$ cat src/rtl/ctrl_pkg.sv
// Register map and FSM types for the I2S APB master.
package ctrl_pkg;

  localparam logic [31:0] ADDR_TX_DATA = 32'h0000_0000;
  localparam logic [31:0] ADDR_CTRL    = 32'h0000_0004;
  localparam logic [31:0] ADDR_RX_DATA = 32'h0000_0008;

  typedef enum logic [1:0] {
    IDLE   = 2'd0,
    SETUP  = 2'd1,
    ACCESS = 2'd2
  } state_e;

  typedef enum logic [1:0] {
    SRC_CFG = 2'd0,
    SRC_TX  = 2'd1,
    SRC_RX  = 2'd2
  } src_e;

endpackage

$ cat src/rtl/i2s_apb_master.sv
// APB requester for an I2S peripheral: CTRL writes, TX pushes, RX reads.
// Define I2S_APB_TIMEOUT_EN to abort ACCESS after TIMEOUT_CYCLES without pready.
module i2s_apb_master
  import ctrl_pkg::*;
#(
  parameter int TIMEOUT_CYCLES = 16
) (
  input  logic        pclk,
  input  logic        preset_n,
  input  logic        cfg_load,
  input  logic [31:0] cfg_word,
  input  logic        tx_valid,
  input  logic [31:0] tx_data,
  output logic        tx_ready,
  input  logic        rx_req,
  output logic        rx_valid,
  output logic [31:0] rx_data,
  output logic        busy,
  output logic        err,
  output logic        psel,
  output logic        penable,
  output logic        pwrite,
  output logic [31:0] paddr,
  output logic [31:0] pwdata,
  input  logic [31:0] prdata,
  input  logic        pready
);

  if (TIMEOUT_CYCLES < 1) begin : g_tmo_chk
    $error("TIMEOUT_CYCLES must be at least 1");
  end

  state_e state_q, state_d;
  src_e   src_q, src_d;

  logic cfg_pend_q, cfg_pend_d;
  logic tx_pend_q, tx_pend_d;
  logic rx_pend_q, rx_pend_d;

  logic [31:0] cfg_buf_q, tx_buf_q;
  logic [31:0] paddr_q, paddr_d;
  logic [31:0] pwdata_q, pwdata_d;
  logic        pwrite_q, pwrite_d;
  logic [31:0] rx_data_q;
  logic        rx_valid_q;
  logic        rdy_en_q;

  logic xfer_done, abort, xfer_end;
  logic cfg_clr, tx_clr, rx_clr;
  logic cfg_acc, tx_acc, rx_acc;
  logic any_pend, start;

  assign xfer_done = (state_q == ACCESS) && pready;
  assign xfer_end  = xfer_done || abort;

  assign cfg_clr = xfer_end && (src_q == SRC_CFG);
  assign tx_clr  = xfer_end && (src_q == SRC_TX);
  assign rx_clr  = xfer_end && (src_q == SRC_RX);

  // A flag clearing this cycle frees its slot for a same-cycle request.
  assign cfg_acc = cfg_load && (!cfg_pend_q || cfg_clr);
  assign tx_acc  = tx_valid && tx_ready;
  assign rx_acc  = rx_req && (!rx_pend_q || rx_clr);

  assign cfg_pend_d = (cfg_pend_q && !cfg_clr) || cfg_acc;
  assign tx_pend_d  = (tx_pend_q && !tx_clr) || tx_acc;
  assign rx_pend_d  = (rx_pend_q && !rx_clr) || rx_acc;

  assign any_pend = cfg_pend_q || tx_pend_q || rx_pend_q;
  assign start    = (state_q == IDLE) && any_pend;

  assign tx_ready = rdy_en_q && !tx_pend_q;
  assign busy     = (state_q != IDLE) || any_pend;
  assign paddr    = paddr_q;
  assign pwdata   = pwdata_q;
  assign rx_data  = rx_data_q;
  assign rx_valid = rx_valid_q;

`ifdef I2S_APB_TIMEOUT_EN
  localparam int CW = (TIMEOUT_CYCLES > 1) ? $clog2(TIMEOUT_CYCLES) : 1;

  logic [CW-1:0] tmo_q;
  logic          err_q;

  assign abort = (state_q == ACCESS) && !pready &&
                 (tmo_q == CW'(TIMEOUT_CYCLES - 1));
  assign err   = err_q;

  always_ff @(posedge pclk or negedge preset_n) begin
    if (!preset_n) begin
      tmo_q <= '0;
      err_q <= 1'b0;
    end else begin
      if (state_q != ACCESS) tmo_q <= '0;
      else if (!pready)      tmo_q <= tmo_q + 1'b1;
      if (abort) err_q <= 1'b1;
    end
  end
`else
  assign abort = 1'b0;
  assign err   = 1'b0;
`endif

  always_ff @(posedge pclk or negedge preset_n) begin
    if (!preset_n) state_q <= IDLE;
    else           state_q <= state_d;
  end

  always_comb begin
    state_d = state_q;
    unique case (state_q)
      IDLE:    if (any_pend) state_d = SETUP;
      SETUP:   state_d = ACCESS;
      ACCESS:  if (xfer_end) state_d = IDLE;
      default: state_d = IDLE;
    endcase
  end

  always_comb begin
    psel    = 1'b0;
    penable = 1'b0;
    pwrite  = 1'b0;
    unique case (state_q)
      SETUP: begin
        psel   = 1'b1;
        pwrite = pwrite_q;
      end
      ACCESS: begin
        psel    = 1'b1;
        penable = 1'b1;
        pwrite  = pwrite_q;
      end
      default: ;
    endcase
  end

  // Fixed priority cfg > tx > rx, decided once per transfer in IDLE.
  always_comb begin
    src_d = src_q;
    if (cfg_pend_q)     src_d = SRC_CFG;
    else if (tx_pend_q) src_d = SRC_TX;
    else if (rx_pend_q) src_d = SRC_RX;
  end

  always_comb begin
    paddr_d  = paddr_q;
    pwdata_d = pwdata_q;
    pwrite_d = pwrite_q;
    if (start) begin
      unique case (src_d)
        SRC_CFG: begin
          paddr_d  = ADDR_CTRL;
          pwdata_d = cfg_buf_q;
          pwrite_d = 1'b1;
        end
        SRC_TX: begin
          paddr_d  = ADDR_TX_DATA;
          pwdata_d = tx_buf_q;
          pwrite_d = 1'b1;
        end
        SRC_RX: begin
          paddr_d  = ADDR_RX_DATA;
          pwrite_d = 1'b0;
        end
        default: ;
      endcase
    end
  end

  always_ff @(posedge pclk or negedge preset_n) begin
    if (!preset_n) begin
      src_q      <= SRC_CFG;
      cfg_pend_q <= 1'b0;
      tx_pend_q  <= 1'b0;
      rx_pend_q  <= 1'b0;
      cfg_buf_q  <= '0;
      tx_buf_q   <= '0;
      paddr_q    <= '0;
      pwdata_q   <= '0;
      pwrite_q   <= 1'b0;
      rx_data_q  <= '0;
      rx_valid_q <= 1'b0;
      rdy_en_q   <= 1'b0;
    end else begin
      rdy_en_q   <= 1'b1;
      cfg_pend_q <= cfg_pend_d;
      tx_pend_q  <= tx_pend_d;
      rx_pend_q  <= rx_pend_d;
      if (start)   src_q     <= src_d;
      if (cfg_acc) cfg_buf_q <= cfg_word;
      if (tx_acc)  tx_buf_q  <= tx_data;
      paddr_q    <= paddr_d;
      pwdata_q   <= pwdata_d;
      pwrite_q   <= pwrite_d;
      rx_valid_q <= xfer_done && (src_q == SRC_RX);
      if (xfer_done && (src_q == SRC_RX)) rx_data_q <= prdata;
    end
  end

endmodule

$ cat config.mk
export PLATFORM = sky130hd
export DESIGN_NAME = i2s_apb_master
export DESIGN_NICKNAME = d
export VERILOG_FILES = /design/src/rtl/ctrl_pkg.sv /design/src/rtl/i2s_apb_master.sv
export SDC_FILE = /design/constraint.sdc
export NUM_CORES = 1
export LEC_CHECK = 0
export ABC_CLOCK_PERIOD_IN_PS = 2200
export CAP_MARGIN = 20
export CELL_PAD_IN_SITES_DETAIL_PLACEMENT = 2
export CELL_PAD_IN_SITES_GLOBAL_PLACEMENT = 2
export CORE_MARGIN = 5
export CORE_UTILIZATION = 38
export CTS_CLUSTER_DIAMETER = 150
export DETAILED_ROUTE_END_ITERATION = 10
export DONT_BUFFER_PORTS = 1
export PLACE_DENSITY = 0.8
export SETUP_SLACK_MARGIN = 0.15
export SLEW_MARGIN = 10
export SYNTH_ARGS = -nofsm -noshare
export SYNTH_HDL_FRONTEND = slang
export SYNTH_SLANG_ARGS = --single-unit
$ cat constraint.sdc
create_clock -name pclk -period 2.2 [get_ports pclk]
set_clock_uncertainty 0.05 [all_clocks]
set_input_delay 0.44 -clock pclk [delete_from_list [all_inputs] [get_ports pclk]]
set_output_delay 0.44 -clock pclk [all_outputs]
set_load 0.02 [all_outputs]
==> results.md <==
| Stage | Metric | Value |
| --- | --- | --- |
| pwr | Leakage | 3.236 nW |
| hold path | Class of the most critical hold timing path | in -> async |
| critical path | Critical path start-end classification | reg -> reg |
| pwr | Total power density per cell area | 1657 nW/um^2 |
| placement | Routability Congestion | 0.7339 |
| clock network | Root buffer cell | sky130_fd_sc_hd__clkbuf_16 |
| pwr | Clock network fraction of design power | 0.242 |
| placement | Setup slack at placement | 0.07120 ns |
| sta | Hold slack | -0.3313 ns |
| sta | Tightest slew margin relative to the limit | 0.6380 |
| layout | Number of nets in the layout | 535 |
| pwr | Total chip power | 0.01188 W |
| synth | Register bit count reported by yosys | 140 |
| sta | Setup repair after global routing missed its margin | yes |
| sta | Final Cycle Share | 0.9226 |
| sta | Final max-slew violation count | 0 |
| die | Die Footprint | 18,860 sq um |
| synth | Area share of the largest cell type after synthesis | 0.5685 |
| pwr | Combinational Power Share | 0.300 |
| placement | Total half-perimeter wirelength after legalization and detailed placement | 10,360 microns |
| synth | Area leader, netlist | sky130_fd_sc_hd__dfrtp_1 |
| grt | GRT Util Overall | 0.1645 |
| pwr | Net load switching power | 0.003973 W |
| layout | Final cell count without fillers | 651 |
| outcome | Failing checks | hold timing |
| sta | Final setup TNS | 0 ns |
| placement | Total of buffers placed on input and output ports | 0 |
| placement | Post-Place Cell Area | 6411 sq um |
| synth | Syn Area/Cell | 15.37 sq um |
| drt | Routed via count | 3,220 |
| clock network | TritonCTS clock tree | yes |
| synth | Ys flop type | sky130_fd_sc_hd__dfrtp_1 |
| grt | Global-route wire length before repair | 23,030 microns |
| sta | Final setup violation count | 0 |
| critical path | Register-to-register setup slack | 0.17 ns |
| drt | Routed length per instance | 23.56 microns |
| critical path | Reg-to-Reg End | cfg_buf_q[29] |
| critical path | Data required time of the critical path | 2.44 ns |
| outcome | Run status | finished with violations |
| layout | ANT cells | 0 |
| clock network | Clock Path Buffers | 2 |
| drt | Number of DRC markers after the initial detailed-route iteration | 115 |
| layout | Share of cells above drive strength 1 | 0.5333 |
| drt | Total Routed Length | 15,340 microns |
| clock network | Level count of the clock H-tree | 4 |
| die | Number of placement rows | 46 |
| drt | Via density | 4.946 |
| sta | Number of failing hold endpoints at the final stage | 140 |
| grt | Number of antenna violations at the first check in global routing | 1 |
| die | Die height | 137.3 microns |
| critical path | Type of destination of the critical path | flip-flop |
| synth | Count of unique library cells instantiated by Yosys | 28 |
| critical path | Nature of the critical path startpoint | flip-flop |
| synth | Synthesized cell area | 6162 sq um |
| sta | Final Worst Setup Slack | 0.1703 ns |
| grt | Largest net degree at the start of global routing | 141 |
| synth | Post-synth EDFFs | 0 |
| pwr | Maximum vdd drop | 685.8 uV |
| die | Ports placed on the boundary | 205 |
| layout | Area delta synth->final | 16.30% |
| critical path | Reg-to-Reg Start | state_q[0] |
| drt | Number of remaining DRC errors | 0 |
| synth | Proportion of synthesized chip area in sequential cells | 0.5685 |
| grt | Vias in the first global route | 3,982 |
| grt | Final global-route overflow total | 0 |
| clock network | Clock insertion delay at the later pin of the skew report | 0.41 ns |
| synth | Top cells by area, synth | sky130_fd_sc_hd__dfrtp_1 57%, sky130_fd_sc_hd__mux2_2 24%, sky130_fd_sc_hd__mux2_4 7.3%, sky130_fd_sc_hd__buf_4 4.1%, sky130_fd_sc_hd__ha_1 1.8% |
| clock network | Total clock buffers created by CTS | 17 |
| clock network | Clock transition at path regs | 0.06 ns |
| synth | Most common cell in the netlist | sky130_fd_sc_hd__dfrtp_1 |
| pwr | Internal power | 0.007902 W |
| layout | Layout Cell Area excl Fill | 7167 sq um |
| critical path | Largest fanout of any net on the critical path | 15 |
| sta | Actual slew at the worst max-slew pin | 0.5430 ns |
| synth | Share of flip-flops with an asynchronous set or reset | 1.000 |
| pwr | Proportion of total power due to net switching | 0.3346 |
| synth | Number of instances in the synthesized netlist | 401 |
| placement | Number of instances in the placed design | 615 |
| critical path | Critical path arrival | 2.27 ns |
| critical path | Number of cells on the worst reg-to-reg path | 7 |
| synth | List of most frequent post-synthesis cells | 140 x sky130_fd_sc_hd__dfrtp_1, 131 x sky130_fd_sc_hd__mux2_2, 34 x sky130_fd_sc_hd__buf_4 |
| drt | Post-route antenna net violation count | 0 |
| drt | Initial DRT Pass Iterations | 4 |
| sta | Maximum achievable frequency | 0.4927 GHz |
| die | Effective utilization at floorplan | 0.3879 |
| clock network | Sink Count | 140 |
| die | Core area | 15,890 sq um |
| synth | Yosys synthesis warning count | 0 |
| die | Chip width | 137.3 microns |
| flow run | Max-capacitance violation count | 0 |
| sta | Minimum clock period after layout | 2.030 ns |
| pwr | Sequential power share | 0.457 |
## power groups by stage
stage	Clock (W)	Sequential (W)	Combinational, W
floorplan	0	0.00509	0.00278
global placement	0	0.00537	0.00310
detailed placement	0	0.00547	0.00333
CTS	0.00296	0.00546	0.00339
global route	0.00309	0.00560	0.00386
finish	0.00288	0.00543	0.00357
## cells in the final DEF, fill, tap and decap left out
master / instances
sky130_fd_sc_hd__nor2_1: 2
sky130_fd_sc_hd__o31ai_1: 3
sky130_fd_sc_hd__nand2_1: 3
sky130_fd_sc_hd__clkinv_4: 1
sky130_fd_sc_hd__o21ai_4: 1
sky130_fd_sc_hd__o21ai_2: 2
sky130_fd_sc_hd__buf_4: 10
sky130_fd_sc_hd__inv_2: 1
sky130_fd_sc_hd__nor2b_1: 3
sky130_fd_sc_hd__and2_2: 1
sky130_fd_sc_hd__clkbuf_8: 1
sky130_fd_sc_hd__conb_1: 32
sky130_fd_sc_hd__o21ai_0: 3
sky130_fd_sc_hd__inv_1: 5
sky130_fd_sc_hd__clkinvlp_4: 4
sky130_fd_sc_hd__dfrtp_2: 3
sky130_fd_sc_hd__nand2_2: 1
sky130_fd_sc_hd__nor3_2: 1
sky130_fd_sc_hd__ha_4: 1
sky130_fd_sc_hd__buf_12: 9
sky130_fd_sc_hd__and4bb_2: 1
sky130_fd_sc_hd__a21o_1: 1
sky130_fd_sc_hd__clkbuf_16: 20
sky130_fd_sc_hd__o31ai_4: 1
sky130_fd_sc_hd__a32o_1: 1
sky130_fd_sc_hd__mux2_4: 30
sky130_fd_sc_hd__o21a_1: 1
sky130_fd_sc_hd__ha_1: 6
sky130_fd_sc_hd__a21oi_1: 2
sky130_fd_sc_hd__mux2_1: 2
sky130_fd_sc_hd__dfrtp_1: 137
sky130_fd_sc_hd__clkinv_2: 4
sky130_fd_sc_hd__ha_2: 2
sky130_fd_sc_hd__nor2_4: 2
sky130_fd_sc_hd__o21bai_1: 1
sky130_fd_sc_hd__bufinv_16: 3
sky130_fd_sc_hd__mux2_2: 131
sky130_fd_sc_hd__nand4_1: 1
sky130_fd_sc_hd__nor2_2: 2
## worst max path at each step
stage | start | endpoint | slack (ns)
finish | state_q[0] | cfg_buf_q[29] | 0.17
global route | state_q[1] | pwrite | 0.09
CTS | tx_pend_q | busy | 0.14
detailed placement | src_q[0] | pwdata[31] | 0.07
global placement | src_q[0] | pwdata[31] | 0.18
floorplan | rx_pend_q | pwdata[10] | 0.03
## cell families (layout without fill, tap and decap cells)
group | count (synthesis) | count (layout) | share of synthesized area
adder cells (fa/ha/maj) | 9 | 9 | 0.01827
flip-flops | 140 | 140 | 0.5685
AND/OR/NAND/NOR | 17 | 17 | 0.01523
other | 2 | 32 | 0.001219
AO/OA/AOI/OAI | 16 | 16 | 0.02071
multiplexers | 163 | 163 | 0.3161
buffers and inverters | 54 | 58 | 0.05990
## state kept, by name, indices dropped and copies added, names as in the netlist, 2 cells and up
register and count:
cfg_buf_q 32, paddr 2, pwdata 32, rx_data 32, src_q 2, state_q 2, tx_buf_q 32
## area by class of cell
| type | count | area (sq um) |
|---|---|---|
| Clock buffer | 18 | 439.2 |
| Clock inverter | 12 | 148.9 |
| Fill cell | 1529 | 8718 |
| Inverter | 6 | 22.52 |
| Multi-Input combinational cell | 237 | 2449 |
| Sequential cell | 140 | 3507 |
| Tap cell | 216 | 270.3 |
| Timing Repair Buffer | 22 | 330.3 |
## what timing repair did
item,CTS,global route
pin swaps,0,4
setup endpoints to repair,65,52
gates resized for setup,7,10
buffers inserted,0,3
endpoints found under the hold margin,140,140
cloned,0,3
## routing by layer
metal,vias up,wire length [microns],GRT usage,share of wire
met5,-,13,0,0.00085
met4,2,153,0.05211,0.010
met3,13,1431,0.08254,0.093
met2,139,8293,0.2937,0.54
met1,1684,5446,0.1672,0.36
li1,1382,-,-,-
## critical path, cell delays in order, from the launching register on
cell                       delay (ns)
sky130_fd_sc_hd__dfrtp_1         0.38
sky130_fd_sc_hd__inv_1           0.10
sky130_fd_sc_hd__ha_2            0.26
sky130_fd_sc_hd__and4bb_2        0.29
sky130_fd_sc_hd__o21ai_4         0.17
sky130_fd_sc_hd__buf_12          0.14
sky130_fd_sc_hd__buf_12          0.16
sky130_fd_sc_hd__mux2_2          0.35
## per-stage QoR
step,hold slack [ns],util
2_1_floorplan,0.09441,-
3_3_place_gp,0.09952,0.4036
3_5_place_dp,0.09832,0.4036
4_1_cts,-0.3492,0.4418
5_1_grt,-0.3671,0.4512
6_report,-0.3313,0.4512
Note: power is estimated with default switching activity, not from simulation.
